$ cat src/rtl/tluh_pkg.sv
// Shared TL-UH types, opcode encodings and host-adapter helpers.
// Types only: no latency or backpressure behaviour of its own.
package tluh_pkg;

    localparam int TL_AW      = 32;
    localparam int TL_DW      = 32;
    localparam int TL_DBW     = TL_DW / 8;
    localparam int TL_SZW     = 3;
    localparam int TL_AIW     = 8;
    localparam int TL_DBW_LOG = $clog2(TL_DBW);

    typedef enum logic [2:0] {
        PutFullData    = 3'h0,
        PutPartialData = 3'h1,
        ArithmeticData = 3'h2,
        LogicalData    = 3'h3,
        Get            = 3'h4,
        Intent         = 3'h5
    } tluh_a_m_op;

    typedef enum logic [2:0] {
        AccessAck     = 3'h0,
        AccessAckData = 3'h1,
        HintAck       = 3'h2
    } tluh_d_m_op;

    localparam logic [2:0] TLUH_ARITH_ADD = 3'h4;

    typedef enum logic [1:0] {
        HS_IDLE,
        HS_SEND,
        HS_WAIT,
        HS_ERR
    } tluh_host_state_t;

    typedef struct packed {
        logic                a_valid;
        tluh_a_m_op          a_opcode;
        logic [2:0]          a_param;
        logic [TL_SZW-1:0]   a_size;
        logic [TL_AIW-1:0]   a_source;
        logic [TL_AW-1:0]    a_address;
        logic [TL_DBW-1:0]   a_mask;
        logic [TL_DW-1:0]    a_data;
        logic                d_ready;
    } tluh_h2d_t;

    typedef struct packed {
        logic                d_valid;
        tluh_d_m_op          d_opcode;
        logic [2:0]          d_param;
        logic [TL_SZW-1:0]   d_size;
        logic [TL_AIW-1:0]   d_source;
        logic                d_sink;
        logic [TL_DW-1:0]    d_data;
        logic                d_error;
        logic                a_ready;
    } tluh_d2h_t;

    // Beats needed to move 2^size bytes over a TL_DBW-wide bus.
    function automatic logic [7:0] tluh_num_beats(input logic [TL_SZW-1:0] size);
        logic [7:0] beats;
        beats = 8'd1;
        if (size > TL_SZW'(TL_DBW_LOG)) begin
            beats = 8'd1 << (size - TL_SZW'(TL_DBW_LOG));
        end
        return beats;
    endfunction

endpackage

$ cat src/rtl/tluh_host_adapter.sv
// Single-outstanding host request port to TL-UH A/D channels; A beat 1 cycle after req, response 1 cycle after d_ack.
// A fields hold under a_ready=0; a one-cycle bubble between burst data beats lets the host present the next beat.
module tluh_host_adapter
    import tluh_pkg::*;
#(
    parameter logic [TL_AIW-1:0] SourceId = '0,
    parameter int                MaxBeats = 4
) (
    input  logic              clk_i,
    input  logic              rst_i,
    output tluh_h2d_t         tl_o,
    input  tluh_d2h_t         tl_i,
    input  logic              req_i,
    output logic              gnt_o,
    input  logic [2:0]        opcode_i,
    input  logic [2:0]        param_i,
    input  logic [TL_AW-1:0]  addr_i,
    input  logic [TL_SZW-1:0] size_i,
    input  logic [TL_DBW-1:0] mask_i,
    input  logic [TL_DW-1:0]  wdata_i,
    output logic              wnext_o,
    output logic              rvalid_o,
    output logic [TL_DW-1:0]  rdata_o,
    output logic [1:0]        rop_o,
    output logic              rerr_o,
    output logic              rlast_o
);

    localparam int CW = $clog2(MaxBeats) + 1;

    tluh_host_state_t    r_state;
    logic                r_a_valid;
    logic                r_d_ready;
    tluh_a_m_op          r_opcode;
    logic [2:0]          r_param;
    logic [TL_SZW-1:0]   r_size;
    logic [TL_AIW-1:0]   r_source;
    logic [TL_AW-1:0]    r_addr;
    logic [TL_DBW-1:0]   r_mask;
    logic [TL_DW-1:0]    r_data;
    logic [CW-1:0]       r_a_cnt;
    logic [CW-1:0]       r_d_cnt;
    logic                r_first;
    logic                r_reload;
    logic                r_data_op;
    logic                r_rvalid;
    logic [TL_DW-1:0]    r_rdata;
    logic [1:0]          r_rop;
    logic                r_rerr;
    logic                r_rlast;

    tluh_a_m_op            w_in_op;
    logic [7:0]            w_nbeats;
    logic [7:0]            w_a_beats;
    logic [7:0]            w_d_beats;
    logic                  w_in_data_op;
    logic [TL_DBW_LOG-1:0] w_lane_mask;
    logic [TL_DBW-1:0]     w_get_mask;
    logic                  w_misalign;
    logic                  w_reject;
    logic                  w_a_ack;
    logic                  w_d_hit;
    logic [CW-1:0]         w_a_cnt_nx;
    logic [CW-1:0]         w_d_cnt_nx;
    logic [2:0]            w_dop;
    logic                  w_unused_d;

    assign w_in_op      = tluh_a_m_op'(opcode_i);
    assign w_nbeats     = tluh_num_beats(size_i);
    assign w_in_data_op = (w_in_op == PutFullData) || (w_in_op == PutPartialData) ||
                          (w_in_op == ArithmeticData) || (w_in_op == LogicalData);
    assign w_a_beats    = ((w_in_op == Get) || (w_in_op == Intent)) ? 8'd1 : w_nbeats;
    assign w_d_beats    = ((w_in_op == PutFullData) || (w_in_op == PutPartialData) ||
                           (w_in_op == Intent)) ? 8'd1 : w_nbeats;

    // Sub-word accesses: alignment lanes and the byte mask for data-less requests.
    always_comb begin
        w_lane_mask = '1;
        w_get_mask  = '1;
        if (size_i < TL_SZW'(TL_DBW_LOG)) begin
            w_lane_mask = TL_DBW_LOG'((32'd1 << size_i) - 32'd1);
            w_get_mask  = TL_DBW'(((32'd1 << (32'd1 << size_i)) - 32'd1) << addr_i[TL_DBW_LOG-1:0]);
        end
    end

    assign w_misalign = |(addr_i[TL_DBW_LOG-1:0] & w_lane_mask);
    assign w_reject   = w_misalign || (32'(w_nbeats) > MaxBeats);

    assign w_a_ack    = r_a_valid & tl_i.a_ready;
    assign w_d_hit    = r_d_ready & tl_i.d_valid & (tl_i.d_source == SourceId) & (r_d_cnt != '0);
    assign w_a_cnt_nx = r_a_cnt - CW'(w_a_ack);
    assign w_d_cnt_nx = r_d_cnt - CW'(w_d_hit);
    assign w_dop      = tl_i.d_opcode;
    assign w_unused_d = ^{tl_i.d_param, tl_i.d_size, tl_i.d_sink, w_dop[2]};

    assign gnt_o   = ((r_state == HS_IDLE) && req_i && w_reject) ||
                     ((r_state == HS_SEND) && w_a_ack && r_first);
    assign wnext_o = w_a_ack && r_data_op;

    always_comb begin
        tl_o           = '0;
        tl_o.a_valid   = r_a_valid;
        tl_o.a_opcode  = r_opcode;
        tl_o.a_param   = r_param;
        tl_o.a_size    = r_size;
        tl_o.a_source  = r_source;
        tl_o.a_address = r_addr;
        tl_o.a_mask    = r_mask;
        tl_o.a_data    = r_data;
        tl_o.d_ready   = r_d_ready;
    end

    assign rvalid_o = r_rvalid;
    assign rdata_o  = r_rdata;
    assign rop_o    = r_rop;
    assign rerr_o   = r_rerr;
    assign rlast_o  = r_rlast;

    always_ff @(posedge clk_i) begin
        if (rst_i) begin
            r_state   <= HS_IDLE;
            r_a_valid <= 1'b0;
            r_d_ready <= 1'b0;
            r_opcode  <= PutFullData;
            r_param   <= '0;
            r_size    <= '0;
            r_source  <= '0;
            r_addr    <= '0;
            r_mask    <= '0;
            r_data    <= '0;
            r_a_cnt   <= '0;
            r_d_cnt   <= '0;
            r_first   <= 1'b0;
            r_reload  <= 1'b0;
            r_data_op <= 1'b0;
            r_rvalid  <= 1'b0;
            r_rdata   <= '0;
            r_rop     <= '0;
            r_rerr    <= 1'b0;
            r_rlast   <= 1'b0;
        end else begin
            r_rvalid <= 1'b0;
            if (w_d_hit) begin
                r_rvalid <= 1'b1;
                r_rdata  <= tl_i.d_data;
                r_rop    <= w_dop[1:0];
                r_rerr   <= tl_i.d_error;
                r_rlast  <= (w_d_cnt_nx == '0);
            end
            case (r_state)
                HS_IDLE: begin
                    if (req_i) begin
                        if (w_reject) begin
                            r_state  <= HS_ERR;
                            r_rvalid <= 1'b1;
                            r_rdata  <= '1;
                            r_rop    <= '0;
                            r_rerr   <= 1'b1;
                            r_rlast  <= 1'b1;
                        end else begin
                            r_state   <= HS_SEND;
                            r_a_valid <= 1'b1;
                            r_d_ready <= 1'b1;
                            r_opcode  <= w_in_op;
                            r_param   <= param_i;
                            r_size    <= size_i;
                            r_source  <= SourceId;
                            r_addr    <= addr_i;
                            r_mask    <= w_in_data_op ? mask_i : w_get_mask;
                            r_data    <= w_in_data_op ? wdata_i : '0;
                            r_a_cnt   <= CW'(w_a_beats);
                            r_d_cnt   <= CW'(w_d_beats);
                            r_first   <= 1'b1;
                            r_reload  <= 1'b0;
                            r_data_op <= w_in_data_op;
                        end
                    end
                end
                HS_SEND: begin
                    r_a_cnt <= w_a_cnt_nx;
                    r_d_cnt <= w_d_cnt_nx;
                    // Next burst beat is sampled the cycle after wnext_o.
                    if (r_reload) begin
                        r_data    <= wdata_i;
                        r_mask    <= mask_i;
                        r_a_valid <= 1'b1;
                        r_reload  <= 1'b0;
                    end
                    if (w_a_ack) begin
                        r_first   <= 1'b0;
                        r_a_valid <= 1'b0;
                        r_reload  <= (w_a_cnt_nx != '0);
                    end
                    if (w_a_cnt_nx == '0) begin
                        if (w_d_cnt_nx == '0) begin
                            r_state   <= HS_IDLE;
                            r_d_ready <= 1'b0;
                        end else begin
                            r_state <= HS_WAIT;
                        end
                    end
                end
                HS_WAIT: begin
                    r_d_cnt <= w_d_cnt_nx;
                    if (w_d_cnt_nx == '0) begin
                        r_state   <= HS_IDLE;
                        r_d_ready <= 1'b0;
                    end
                end
                HS_ERR: begin
                    r_state <= HS_IDLE;
                end
                default: begin
                    r_state <= HS_IDLE;
                end
            endcase
        end
    end

endmodule

$ cat config.mk
export PLATFORM = sky130hd
export DESIGN_NAME = tluh_host_adapter
export DESIGN_NICKNAME = d
export VERILOG_FILES = /design/src/rtl/tluh_pkg.sv /design/src/rtl/tluh_host_adapter.sv
export SDC_FILE = /design/constraint.sdc
export NUM_CORES = 1
export LEC_CHECK = 0
export CORE_ASPECT_RATIO = 0.5
export CORE_MARGIN = 2
export CORE_UTILIZATION = 37
export CTS_CLUSTER_SIZE = 20
export DETAILED_ROUTE_END_ITERATION = 6
export PLACE_DENSITY = 0.73
export SLEW_MARGIN = 20
export SYNTH_ARGS = -nofsm -noshare
export SYNTH_HDL_FRONTEND = slang
export SYNTH_SLANG_ARGS = --single-unit
export TNS_END_PERCENT = 30
$ cat constraint.sdc
create_clock -name clk_i -period 3 [get_ports clk_i]
set_input_delay 0.6 -clock clk_i [delete_from_list [all_inputs] [get_ports clk_i]]
set_output_delay 0.6 -clock clk_i [all_outputs]
set_load 0.01 [all_outputs]
==> results_dict.tcl, run 1 <==
set metrics [dict create \
    start_util_pct 38.02 \
    htreeDepth 4 \
    fin_nets 1012 \
    drt_iter0_markers 318 \
    grt_use_total_pct 19.95 \
    cp_top_family "buffers and inverters" \
    grt_overflow 0 \
    syn_area_mm2 0.005530 \
    yosysSeqAreaShare_pct 45.97 \
    synth_enable_flop_cells 0 \
    p_leak_nw 3.482 \
    fin_crit_ns 2.832 \
    root_buffer "clkbuf_16" \
    min_period_over_period_pct 94.40 \
    fp.dieW_um 176.9 \
    yosysMostFrequentCell "dfxtp_1" \
    drv_slew 0 \
    maxCapViolations 0 \
    diodes 0 \
    clk_pin_slew_ns 0.06 \
    viasPerCell 4.939 \
    ir_drop_mv 0.3964 \
    path_buf_inv 3 \
    synth_area_leaders "dfxtp_1 46%, mux2i_1 14%, nand2_1 8.1%, a31oi_1 3.8%, nor2_1 3.8%" \
    crit_required_ns 2.40 \
    critPathKind "in -> out" \
    core_mm2 0.01455 \
    drc_errors 0 \
    route.final.wire_length_um 16040 \
    synthArstFlopShare_pct 0 \
    antenna_found_initial 0 \
    crit_arrival_ns 2.23 \
    cpPeakStageDelay_ns 0.48 \
    grt_pass1_wl_um 26080 \
    via_count 5334 \
    worstHoldPathType "reg -> reg" \
    p_total_mw 6.768 \
    cts_buffer_depth 2 \
    cts_hold_buf 0 \
    final_cell_area_mm2 0.008870 \
    drt-pass1-iter-count 5 \
    ant_nets 0 \
    crit_fanout 4 \
    final_core_util_pct 60.98 \
    wl_per_cell_um 14.85 \
    tns_ns 0 \
    p_per_area_mw_per_mm2 763.0 \
    dieArea_mm2 0.01600 \
    num_rows 31 \
    synth_ff_type "dfxtp_1" \
    placed_cell_area_mm2 0.008168 \
    cts_sinks 127 \
    io_buffers 242 \
    syn_to_final_growth_pct 60.38 \
    hold_viol_final 0 \
    die_height_um 90.45 \
    cts_setup_buffers 0 \
    setup_viol_count_final 0 \
    rsz0062_at_grt "false" \
    cts_tree "yes" \
    yosysUniqueCellTypes 53 \
    clock_latency_ns 0.40 \
    holdWs_ns 0.4578 \
    critPathSlowestCell "clkdlybuf4s50_1" \
    ys_ff_latch 127 \
    dp_hpwl_um 11300 \
    synth_top_area_share_pct 45.97 \
    ys_warn_count 0 \
    tightest_slew_ns 0.6315 \
    synthTopCellsByCount "127 x dfxtp_1, 119 x nand2_1, 76 x mux2i_1" \
    r2r_setup_slack_ns 0.61 \
    routabilityCongestion 0.8218 \
    maxSlewHeadroom_pct 57.90 \
    crit_chain "clkdlybuf4s50_1, inv_1, ha_4, a21oi_2, a21oi_1, or2_2, nand2_1, buf_2" \
    skew_ns 0.009318 \
    critPathLaunchType "input port" \
    final_layout_size_suffix_gt1_share_pct 8.503 \
    postSynthCellCount 625 \
    max_freq_mhz 353.1 \
    first_global_vias 5179 \
    status "finished, final reports clean" \
    syn_area_per_cell_um2 8.848 \
    grt_max_degree 67 \
    cp-end-kind "output pin" \
    fillerInstances 1238 \
    numCtsBuffers 17 \
    synth_top_area_cell "dfxtp_1" \
    ios 259 \
]
[sequential cells by signal, indices dropped and copies added, names as in the netlist]
signal,count
r_addr,32
r_data,32
rdata_o,32
r_mask,4
r_a_cnt,3
r_d_cnt,3
r_opcode,3
r_param,3
r_size,3
r_state,2
rop_o,2
r_a_valid,1
r_d_ready,1
r_data_op,1
r_first,1
r_reload,1
rerr_o,1
rlast_o,1
rvalid_o,1
[where the power goes]
part	switching (mW)	internal, mW	total [mW]
clock network	0.776	1.61	2.39
registers	0.167	2.00	2.17
logic	1.04	1.17	2.21
total	1.98	4.79	6.77
[cells in the final DEF, fill, tap and decap left out, types with 2 or more instances in the layout]
cell             instances
mux2i_1                 76
or3_1                    3
inv_1                   19
clkdlybuf4s50_1        240
a32o_1                   3
a21oi_2                  2
a2bb2oi_1                2
nor4b_1                  2
buf_4                   28
and3_1                   4
a22o_1                   2
o22ai_1                  4
xnor2_1                  2
o21ai_0                  6
ha_1                     9
nor3_1                   4
inv_6                    2
clkinv_4                 2
a21oi_1                 13
clkinvlp_4               2
buf_12                   3
a211oi_1                 8
nor4_1                   2
o211ai_1                 2
bufinv_16                6
nand2b_1                 4
nand2_1                119
nor2b_1                  7
nand3_1                 34
conb_1                   9
clkbuf_16               17
dfxtp_1                127
clkbuf_8                 2
nor2_1                  56
mux2_2                   3
a31oi_1                 34
[logic make-up (layout without fill, tap and decap cells)]
logic type	after synthesis	count (layout)	synth area share [%]
AND/OR/NAND/NOR	243	243	19.05
flip-flops	127	127	45.97
AO/OA/AOI/OAI	88	88	10.54
multiplexers	79	79	14.37
buffers and inverters	74	324	7.353
adder cells (fa/ha/maj)	10	10	2.262
other	2	9	0.1358
XOR/XNOR	2	2	0.3168
[metal layers]
| metal | share of wire, % | up-vias | wire (um) | GRT usage [%] |
|---|---|---|---|---|
| met1 | 43 | 2519 | 6890 | 24.47 |
| li1 | - | 2614 | - | - |
| met3 | 6.8 | 28 | 1095 | 5.135 |
| met5 | 0 | - | 0 | 0 |
| met4 | 2.1 | 0 | 331 | 6.887 |
| met2 | 48 | 173 | 7719 | 33.98 |
[final cells by class]
class                      instances  area (um^2)  share of cell area (%)
sequential                       127         2542                   28.66
clock buffer                      20        456.7                   5.149
multi-input combinational        431         2640                   29.76
tap                              198        247.7                   2.793
clock inverter                    12        230.2                   2.596
inverter                          20        75.07                  0.8464
timing repair buffer             272         2678                   30.19
[path summary, 6_finish.rpt]
check / from / endpoint / cells past startpoint
setup / recovery: size_i[1] / gnt_o / 8
hold / removal: r_data[15] / r_data[15] / 2
setup reg to reg: r_d_cnt[0] / r_state[0] / 10
hold reg to reg: r_data[15] / r_data[15] / 2
[tightest hold or removal path: stages, from the launching register on]
cell and delay, ns:
dfxtp_1 0.31, nand2_1 0.05, mux2i_1 0.05
[through the flow]
step,worst slack [ns],instances
after floorplan,0.1294,632
after detailed placement,-0.3467,1048
after CTS,0.005051,1080
final,0.1679,1080
after global placement,-0.3207,1048
after global routing,0.07961,1080
[repair_timing]
item,in CTS,in global routing
resized for setup,4,3
setup endpoints to repair,1,1
pin swaps,1,0
hold endpoints to repair,0,0
No activity file was read; power rests on OpenSTA's default activity.
==> run 2, diff against run 1 <==
--- a/config.mk
+++ b/config.mk
@@ -5,12 +5,12 @@
 export SDC_FILE = /design/constraint.sdc
 export NUM_CORES = 1
 export LEC_CHECK = 0
-export CORE_ASPECT_RATIO = 0.5
 export CORE_MARGIN = 2
 export CORE_UTILIZATION = 37
 export CTS_CLUSTER_SIZE = 20
 export DETAILED_ROUTE_END_ITERATION = 6
 export PLACE_DENSITY = 0.73
+export SETUP_SLACK_MARGIN = 0.3
 export SLEW_MARGIN = 20
 export SYNTH_ARGS = -nofsm -noshare
 export SYNTH_HDL_FRONTEND = slang
==> results_dict.tcl, run 2 (synthesis results as in run 1) <==
set metrics [dict create \
    cts_tree "yes" \
    rsz0062_at_grt "true" \
    skew_ns 0.005227 \
    final_cell_area_mm2 0.008808 \
    setup_viol_count_final 0 \
    drt-pass1-iter-count 4 \
    multi_input_area_mm2 0.002690 \
    crit_fanout 4 \
    clk_pin_slew_ns 0.05 \
    maxSlewHeadroom_pct 37.09 \
    dp_hpwl_um 10920 \
    drt_iter0_markers 178 \
    crit_required_ns 2.40 \
    worstHoldPathType "reg -> reg" \
    rr_worst_depth 10 \
    root_buffer "clkbuf_16" \
    register_area_mm2 0.002542 \
    worst_slack_ns 0.4209 \
    cts_buffer_depth 2 \
    p_total_mw 6.396 \
    p_leak_nw 3.479 \
    fp.dieW_um 126.3 \
    hold_viol_final 0 \
    antenna_found_initial 0 \
    status "finished, final reports clean" \
    final_cell_mix "237 x clkdlybuf4s50_1, 127 x dfxtp_1, 119 x nand2_1, 76 x mux2i_1, 56 x nor2_1" \
    use_met1_pct 23.77 \
    cts_sinks 127 \
    diodes 0 \
    final_common_cell "clkdlybuf4s50_1" \
    wl_per_cell_um 14.73 \
    maxCapViolations 0 \
    routabilityCongestion 0.7590 \
    tightest_slew_ns 0.9426 \
    htreeDepth 4 \
    start_util_pct 37.91 \
    numCtsBuffers 17 \
    max_freq_mhz 387.7 \
    p_per_area_mw_per_mm2 726.2 \
    io_buffers 242 \
    fin_crit_ns 2.579 \
    critPathKind "in -> out" \
    grt_overflow 0 \
    die_height_um 126.3 \
    holdPathStages 2 \
    viasPerCell 4.922 \
    core_mm2 0.01459 \
    via_count 5257 \
    reg2reg_to "r_d_ready" \
    use_met3_pct 7.264 \
    clock_latency_ns 0.41 \
    drv_slew 0 \
    ant_nets 0 \
    first_global_vias 5168 \
    ios 259 \
    cts_setup_buffers 0 \
    drc_errors 0 \
    min_period_over_period_pct 85.97 \
    syn_to_final_growth_pct 59.28 \
    use_met2_pct 30.93 \
    num_rows 44 \
    grt_busiest_layer "met2" \
    ir_drop_mv 0.4688 \
    final_layout_size_suffix_gt1_share_pct 9.502 \
    dp_slack_ns -0.3485 \
    holdPathEnd "r_data[28]" \
    critPathLaunchType "input port" \
    r2r_setup_slack_ns 0.79 \
    grt_use_total_pct 19.45 \
    cts_hold_buf 0 \
    grt_pass1_wl_um 25230 \
    grt_max_degree 74 \
    placed_cell_area_mm2 0.008170 \
    fillerInstances 1257 \
    cp-end-kind "output pin" \
    r2r-start "r_d_cnt[0]" \
    fin_nets 1014 \
    min_from "r_data[28]" \
    route.final.wire_length_um 15730 \
    dieArea_mm2 0.01594 \
    final_core_util_pct 60.38 \
    crit_arrival_ns 1.98 \
]
==> run 2: cell types whose count changed in the layout (fill, tap and decap cells not counted), sizes merged <==
cell           change
inv                -3
clkbuf             +1
dlymetal6s2s       +3
buf                +2
clkinvlp           +1
clkinv             +5
bufinv             -4
clkdlybuf4s50      -3
==> run 2: metal layers <==
layer  wire [um]  part of all wire, %
met1        6940                   44
met2        7182                   46
met3        1210                  7.7
met4         400                  2.5
met5           0                    0
==> run 2: critical path, cell delays in order <==
cell	delay [ns]
clkdlybuf4s50_1	0.53
nand2_1	0.10
a41oi_2	0.22
a21oi_1	0.07
or2_4	0.26
nand2_1	0.06
buf_4	0.13
==> run 2: cell type report <==
cell class / count / share of cell area, %
repair buffers: 274 / 30.68
multi-input cells: 431 / 30.54
clock inverters: 11 / 1.321
flip-flops and latches: 127 / 28.86
clock buffers: 21 / 5.114
well taps: 184 / 2.614
inverters: 20 / 0.8665
==> run 2: stage by stage <==
step / hold slack [ns] / std cells / setup TNS [ns]
floorplan: 0.4508 / 632 / 0
global placement: 0.4435 / 1036 / -0.6764
detailed placement: 0.4503 / 1036 / -0.8152
CTS: 0.4583 / 1068 / 0
global route: 0.4776 / 1068 / 0
finish: 0.4559 / 1068 / 0
==> run 2: worst max-delay path by stage <==
stage,start,endpoint,cells past startpoint
2_1_floorplan,tl_i[36],r_d_ready,11
3_3_place_gp,size_i[1],gnt_o,8
3_5_place_dp,size_i[1],gnt_o,8
4_1_cts,size_i[1],gnt_o,8
5_1_grt,tl_i[35],r_state[1],12
6_report,addr_i[0],gnt_o,7
==> run 2: report_power, final <==
part / leakage [nW] / switching, mW / internal, mW
logic: 2.17 / 1.05 / 1.20
registers: 1.04 / 0.165 / 2.00
clock network: 0.273 / 0.738 / 1.24
total: 3.48 / 1.95 / 4.44
==> run 2: timing repair <==
item / in CTS / in global routing
setup endpoints to repair: 4 / 5
cloned: 0 / 0
endpoints found under the hold margin: 0 / 0
pin swaps: 1 / 4
gates resized for setup: 10 / 12
